$ cat config.mk
export PLATFORM = sky130hd
export DESIGN_NAME = serial_tx_ctrl
export DESIGN_NICKNAME = d
export VERILOG_FILES = /design/src/rtl/serial_tx_pkg.sv /design/src/rtl/serial_tx_ctrl_bit_counter.sv /design/src/rtl/serial_tx_ctrl.sv
export SDC_FILE = /design/constraint.sdc
export NUM_CORES = 1
export LEC_CHECK = 0
export BUFFER_PORTS_ARGS = -buffer_cell sky130_fd_sc_hd__buf_2
export CORE_MARGIN = 1.5
export CORE_UTILIZATION = 40
export CTS_CLUSTER_DIAMETER = 150
export DETAILED_ROUTE_END_ITERATION = 10
export PLACE_DENSITY = 0.69
export REMOVE_ABC_BUFFERS = 1
export SYNTH_ARGS = -nofsm -noshare
export SYNTH_HDL_FRONTEND = slang
export SYNTH_SLANG_ARGS = --single-unit
export TNS_END_PERCENT = 5
$ cat constraint.sdc
create_clock -name clk -period 2.1 [get_ports clk]
set_input_delay 0.315 -clock clk [delete_from_list [all_inputs] [get_ports clk]]
set_output_delay 0.315 -clock clk [all_outputs]
set_load 0.02 [all_outputs]
$ cat src/rtl/serial_tx_pkg.sv
// -----------------------------------------------------------------------------
// serial_tx_pkg
//
// Shared definitions for the serial transmit controller:
//   - tx_state_e : controller state encoding (IDLE, LOAD, SHIFT, PARITY).
//                  PARITY is only reachable when SERIAL_TX_CTRL_PARITY_EN is
//                  defined, but the encoding is always present so the state
//                  type is identical in every build.
//   - SR_FILL    : fill value shifted into the register LSB (drives sr_sin).
//   - cnt_width  : width of the bit counter for a given word width.
// -----------------------------------------------------------------------------
package serial_tx_pkg;

  typedef enum logic [1:0] {
    ST_IDLE   = 2'd0,
    ST_LOAD   = 2'd1,
    ST_SHIFT  = 2'd2,
    ST_PARITY = 2'd3
  } tx_state_e;

  localparam logic SR_FILL = 1'b0;

  // $clog2 of the word width; never narrower than one bit.
  function automatic int unsigned cnt_width(input int unsigned n);
    return (n <= 2) ? 1 : $clog2(n);
  endfunction

endpackage

$ cat src/rtl/serial_tx_ctrl_bit_counter.sv
// -----------------------------------------------------------------------------
// tx_bit_counter
//
// Up-counter that indexes the bit being shifted out of the current word.
//
// Parameters:
//   bit_size : word width; terminal count is bit_size-1.
//
// Ports:
//   clk   in  clock, rising edge
//   rstn  in  asynchronous active-low reset (counter -> 0)
//   clr_i in  synchronous clear (has priority over en_i)
//   en_i  in  count enable
//   tc_o  out terminal-count flag, high while the count equals bit_size-1
// -----------------------------------------------------------------------------
module tx_bit_counter
  import serial_tx_pkg::*;
#(
  parameter int unsigned bit_size = 8
) (
  input  logic clk,
  input  logic rstn,
  input  logic clr_i,
  input  logic en_i,
  output logic tc_o
);

  localparam int unsigned CNT_W = cnt_width(bit_size);
  localparam logic [CNT_W-1:0] CNT_LAST = CNT_W'(bit_size - 1);

  logic [CNT_W-1:0] cnt_q;
  logic [CNT_W-1:0] cnt_d;

  assign tc_o = (cnt_q == CNT_LAST);

  // Wrap to zero at terminal count so a non-power-of-two width never
  // leaves the counter parked outside its legal range.
  always_comb begin
    cnt_d = cnt_q;
    if (clr_i) begin
      cnt_d = '0;
    end else if (en_i) begin
      cnt_d = tc_o ? '0 : cnt_q + 1'b1;
    end
  end

  always_ff @(posedge clk or negedge rstn) begin
    if (!rstn) begin
      cnt_q <= '0;
    end else begin
      cnt_q <= cnt_d;
    end
  end

endmodule

$ cat src/rtl/serial_tx_ctrl.sv
// -----------------------------------------------------------------------------
// serial_tx_ctrl
//
// Control stage in front of a parallel-load shift register. Accepts words
// on a valid/ready handshake, loads them into the register, and presents the
// register MSB as a framed MSB-first serial stream.
//
// Build option:
//   SERIAL_TX_CTRL_PARITY_EN : when defined, each frame gets one trailing
//                              even-parity bit and ser_last moves onto it.
//
// Parameters:
//   bit_size : word width (>= 2); must match the attached shift register.
//
// Ports:
//   clk       in   clock, rising edge
//   rstn      in   asynchronous active-low reset
//   in_valid  in   upstream word valid
//   in_ready  out  word can be accepted this cycle
//   in_data   in   upstream word
//   sr_load   out  shift register parallel load
//   sr_sin    out  shift register serial input (constant fill)
//   sr_d      out  shift register parallel data (last accepted word)
//   sr_q      in   shift register contents fed back
//   ser_out   out  serial bit
//   ser_valid out  ser_out carries a frame bit this cycle
//   ser_last  out  final bit of the frame
//   busy      out  a frame is in progress
// -----------------------------------------------------------------------------
module serial_tx_ctrl
  import serial_tx_pkg::*;
#(
  parameter int unsigned bit_size = 8
) (
  input  logic                clk,
  input  logic                rstn,
  input  logic                in_valid,
  output logic                in_ready,
  input  logic [bit_size-1:0] in_data,
  output logic                sr_load,
  output logic                sr_sin,
  output logic [bit_size-1:0] sr_d,
  input  logic [bit_size-1:0] sr_q,
  output logic                ser_out,
  output logic                ser_valid,
  output logic                ser_last,
  output logic                busy
);

  tx_state_e           state_q;
  tx_state_e           state_d;
  logic [bit_size-1:0] word_q;
  logic                accept;
  logic                frame_end;
  logic                tc;
  logic                cnt_clr;
  logic                cnt_en;

  // Only the MSB of the register is ever observed.
  logic                sr_q_unused;
  assign sr_q_unused = ^sr_q[bit_size-2:0];

  tx_bit_counter #(
    .bit_size (bit_size)
  ) u_bit_counter (
    .clk   (clk),
    .rstn  (rstn),
    .clr_i (cnt_clr),
    .en_i  (cnt_en),
    .tc_o  (tc)
  );

  assign cnt_clr = (state_q == ST_LOAD);
  assign cnt_en  = (state_q == ST_SHIFT);

`ifdef SERIAL_TX_CTRL_PARITY_EN
  logic par_bit;
  assign par_bit   = ^word_q;
  assign frame_end = (state_q == ST_PARITY);
`else
  assign frame_end = (state_q == ST_SHIFT) && tc;
`endif

  // Ready on the final bit of a frame lets the next word go straight to
  // LOAD, giving a single gap cycle between back-to-back frames.
  assign in_ready = (state_q == ST_IDLE) || frame_end;
  assign accept   = in_valid && in_ready;

  assign sr_sin = SR_FILL;
  assign sr_d   = word_q;
  assign busy   = (state_q != ST_IDLE);

  always_comb begin
    state_d   = state_q;
    sr_load   = 1'b0;
    ser_out   = 1'b0;
    ser_valid = 1'b0;
    ser_last  = 1'b0;
    unique case (state_q)
      ST_IDLE: begin
        if (accept) begin
          state_d = ST_LOAD;
        end
      end
      ST_LOAD: begin
        sr_load = 1'b1;
        state_d = ST_SHIFT;
      end
      ST_SHIFT: begin
        ser_out   = sr_q[bit_size-1];
        ser_valid = 1'b1;
        if (tc) begin
`ifdef SERIAL_TX_CTRL_PARITY_EN
          state_d = ST_PARITY;
`else
          ser_last = 1'b1;
          state_d  = accept ? ST_LOAD : ST_IDLE;
`endif
        end
      end
      ST_PARITY: begin
`ifdef SERIAL_TX_CTRL_PARITY_EN
        ser_out   = par_bit;
        ser_valid = 1'b1;
        ser_last  = 1'b1;
        state_d   = accept ? ST_LOAD : ST_IDLE;
`else
        state_d   = ST_IDLE;
`endif
      end
      default: begin
        state_d = ST_IDLE;
      end
    endcase
  end

  always_ff @(posedge clk or negedge rstn) begin
    if (!rstn) begin
      state_q <= ST_IDLE;
    end else begin
      state_q <= state_d;
    end
  end

  always_ff @(posedge clk or negedge rstn) begin
    if (!rstn) begin
      word_q <= '0;
    end else if (accept) begin
      word_q <= in_data;
    end
  end

endmodule

# Word level (Yosys, flattened, before mapping)
# Cells that the tools add are included.
# classes
muxes	12
eq_ne	6
n_addsub	1
reduce_logical	7
# ops
operator	count
3-bit two-way mux	3
2-bit one-hot mux with 4 select lines	1
1-bit two-way mux	6
2-bit equality test, second input constant	2
2-bit two-way mux	2
2-bit != test, second input constant	2
2-bit nonzero test	2
3-bit by 1-bit adder with 3-bit output, second input constant	1
3-bit equality test, second input constant	1
2-bit by 1-bit equality test with 1-bit output, second input constant	1
1-bit logical AND	2
2-bit logical NOT	1
2-bit AND reduction	1
1-bit logical OR	1
# word_totals
reg_bits	13
in_bits	19
word_cells	29
output_inout_bits	15

# Depth between registers and ports, before layout
# depth
word_depth	7
depth_mapped	5
mapped_depth_nobuf	5

# Cells and area by module
# Synthesis repeated with hierarchy kept, for this count alone.
# hier_totals
hier_cells	43
hier_area_um2	614.3
# by_module_without_submodules
module	cells_each	instances	area_each_um2
serial_tx_ctrl	31	1	462.9
tx_bit_counter	12	1	151.4

# Least setup slack after synthesis
# No wires, ideal clock.
# synth_path
kind	flip-flop to flip-flop
startpoint	reg u_bit_counter.cnt_q[0]
endpoint	reg word_q[0], in the netlist sr_d[0]
synth_period_minus_slack_ns	1.600
arrival_ns	1.475
setup_ns	0.125
slack_ns	0.500
path_stages_with_launch	6
cell_sequence	dfrtp_1 ha_1 ha_1 a21o_4 nand2_4 mux2_4
# synth_via
elab_chain_cells	4
# synth_lines
item	line_no	rtl
start, declared	serial_tx_ctrl_bit_counter.sv:31	logic [CNT_W-1:0] cnt_q;
start signal, assigned	serial_tx_ctrl_bit_counter.sv:51	cnt_q <= cnt_d;
3-bit equality test	serial_tx_ctrl_bit_counter.sv:34	assign tc_o = (cnt_q == CNT_LAST);
1-bit logical AND	serial_tx_ctrl.sv:81	assign frame_end = (state_q == ST_SHIFT) && tc;
1-bit logical OR	serial_tx_ctrl.sv:86	assign in_ready = (state_q == ST_IDLE) || frame_end;
via in_ready	serial_tx_ctrl.sv:38	output logic in_ready,
1-bit logical AND	serial_tx_ctrl.sv:87	assign accept = in_valid && in_ready;
end signal, assigned	serial_tx_ctrl.sv:149	word_q <= in_data;
end, declared	serial_tx_ctrl.sv:52	logic [bit_size-1:0] word_q;
# The timed path passes the listed nets, and every way through them passes these cells.
# A chain may end at the register's enable or synchronous reset.

# Worst setup path in the final report
# layout_path
startpoint	reg u_bit_counter.cnt_q[0]
endpoint	out in_ready
# layout_via
elab_chain_cells	3
# layout_lines
item	line_no
3-bit equality test	serial_tx_ctrl_bit_counter.sv:34
1-bit logical AND	serial_tx_ctrl.sv:81
1-bit logical OR	serial_tx_ctrl.sv:86
end, declared	serial_tx_ctrl.sv:38
# Every way passes these cells.

==> out/summary.md <==
- **unrepaired setup endpoints after global routing** false
- **antenna fix cells** 0
- **Synth Instances** 53
- **crit path DAT** 1.50 ns
- **clock skew** 0.000298 ns
- **aggregate global routing overflow** 0
- **timing-limited maximum frequency** 550 MHz
- **run status** finished clean
- **fill cell count** 138
- **Bufs on Longest Clock Path** 2
- **average instance area after synthesis** 12.9 um^2
- **Crit Path Max Fanout** 5
- **number of nets at the end of the flow** 108
- **DR vias/cell** 4.66
- **hold violation count in the final report** 0
- **most used standard cell by instance count after synthesis** sky130_fd_sc_hd__dfrtp_1
- **Synthesis Warnings** 0
- **Worst Slack Setup Final** 0.282 ns
- **TritonCTS clock tree** done
- **total area of multi-input combinational cells** 323 um^2
- **GP Congestion** 0.617
- **count of H-tree levels built during CTS** 1
- **Final min period** 1.82 ns
- **endpoint class of the critical path** primary output
- **area of the die** 1960 um^2
- **wire length per cell** 10.5 um
- **final max-slew violation count** 0
- **maximum vdd drop** 0.892 mV
- **most numerous cell types in the synthesized netlist** sky130_fd_sc_hd__dfrtp_1, sky130_fd_sc_hd__mux2_4, sky130_fd_sc_hd__inv_1
- **number of global-route vias before repair** 433
- **root buf cell** sky130_fd_sc_hd__clkbuf_4
- **fraction of synthesis flops using an asynchronous set or reset pin** 100%
- **final-report setup violation count** 0
- **wire length of the first global-routing pass** 1810 um
- **Crit path largest cell delay** 0.39 ns
- **remaining number of nets flagged by the antenna check after routing** 0
- **Inserted Clock Buffers** 3
- **type of the setup path with the least slack** flop to primary output
- **DRT Wirelength** 1030 um
- **clock sinks** 13
- **violation count after the first detailed-routing iteration** 6
- **Synth cell types** 18
- **Primary FF master, synth** sky130_fd_sc_hd__dfrtp_1
- **clock slew seen by the registers of the worst setup and hold paths** 0.07 ns
- **sequential cell area in the final layout** 325 um^2
- **top-level port count** 34
- **total via count in the routed design** 457
- **ratio of cells with drive above 1 in the final layout** 48.8%
- **TritonRoute pass-1 iters** 5
- **Crit-path slowest cell** sky130_fd_sc_hd__dfrtp_1
- **class of the most critical hold timing path** input port to flop
- **leak pwr** 0.000475 uW
- **area leader, netlist** sky130_fd_sc_hd__dfrtp_1
- **required time reported for the critical path endpoint** 1.78 ns
- **Remaining DRCs** 0
- **num rows** 14
- **netlist area before placement** 682 um^2
- **layout overhead on the synthesized area** 25.5%
- **number of flops mapped to enable cells by yosys** 0
- **cells along the critical path** ha_1, ha_1, a21o_4, buf_2
- **clock network latency to the later pin of the worst-skew pair** 0.26 ns
- **most repeated library cell on the critical path** sky130_fd_sc_hd__ha_1
- **global routing usage summed across all routing layers** 12.8%
- **Buffers on Ports** 25
- **final cycle utilization of the critical path** 86.6%
- **Chip Height** 44.3 um
- **total negative slack for setup checks** 0 ns
- **largest cells by area after synthesis** sky130_fd_sc_hd__dfrtp_1, sky130_fd_sc_hd__mux2_4, sky130_fd_sc_hd__ha_1
- **launching element type of the critical path** flop
- **initial core utilization** 43.7%
- **portion of the post-synthesis area used by sequential elements** 47.7%
- **Power Dens Cells** 1590 nW/um^2
- **DP Worst Slack** 0.428 ns
- **# Max-Cap Violations** 0
- **share of the synthesized area in the top cell type** 47.7%
- **placed wire-length estimate after detailed placement** 804 um
- **Die X** 44.3 um
- **Core Region** 1560 um^2
- **#FFs+latches synth** 13
- **initial antenna violation count** 0
- **largest net degree at the start of global routing** 14
cell type report:
cell class	instances	share of cell area (%)
Timing Repair Buffer	26	15.8
Tap cell	16	2.34
Clock buffer	4	3.07
Inverter	7	3.07
Sequential cell	13	38.0
Multi-Input combinational cell	32	37.7
repair_timing:
item | in CTS | in global routing
hold buffers | 1 | 0
gates resized for setup | 0 | 0
hold endpoints to repair | 13 | 0
setup buffers | 0 | 0
sequential cells by signal, indices dropped and copies added, names as in the netlist:
signal / cells
state_q: 2
u_bit_counter.cnt_q: 3
sr_d: 8
per-layer routing:
metal | part of all wire, % | global-route usage, %
met1 | 50 | 16.4
met2 | 42 | 19.4
met3 | 7.9 | 4.90
met4 | 0 | 5.45
met5 | 0 | 0
logic make-up (layout without fill, tap and decap cells):
family / Yosys count / count (layout) / synth area share (%)
buffers and inverters: 8 / 37 / 4.96
other: 1 / 1 / 0.550
adder cells (fa/ha/maj): 6 / 6 / 11.0
AO/OA/AOI/OAI: 7 / 7 / 7.70
flip-flops: 13 / 13 / 47.7
AND/OR/NAND/NOR: 9 / 9 / 8.81
multiplexers: 9 / 9 / 19.3
worst max-delay path, delay by kind of cell (launching register included):
kind	cells	cell delay, ns
adders and majority gates	2	0.45
DFF	1	0.39
AOI/OAI and AO/OA	1	0.25
buffers and inverters	1	0.15
path summary, 6_finish.rpt:
kind / start / to / slack (ns) / depth (start not counted)
max reg2reg: u_bit_counter.cnt_q[0] / sr_d[4] / 0.43 / 5
min: in_data[1] / sr_d[1] / 0.28 / 2
min in group asynchronous: rstn / u_bit_counter.cnt_q[0] / 0.46 / 2
min reg2reg: sr_d[6] / sr_d[6] / 0.52 / 1
max: u_bit_counter.cnt_q[0] / in_ready / 0.28 / 4
max in group asynchronous: rstn / state_q[1] / 1.43 / 2
per-stage QoR:
step / area [um^2] / util (%) / total power, uW / hold slack, ns / cells
finish: 856 / 54.9 / 1360 / 0.276 / 98
global route: 856 / 54.9 / 1480 / 0.250 / 98
CTS: 856 / 54.9 / 1380 / 0.267 / 98
detailed placement: 820 / 52.6 / 1230 / 0.223 / 93
global placement: 820 / 52.6 / 1210 / 0.217 / 93
floorplan: 674 / - / 1020 / 0.0194 / 52
where the power goes:
group / internal, uW / switching (uW)
Sequential: 374 / 66.3
Clock: 73.4 / 72.3
Combinational: 366 / 406
Total: 814 / 545
layout by cell type, fill, tap and decap left out, drive strengths merged, types with 2 or more instances in the layout:
master  count
dfrtp      13
o21ai       3
nand3b      2
buf        25
ha          6
clkbuf      4
nor2        2
mux2        9
and2        2
inv         7
(Power assumes the default switching activity.)
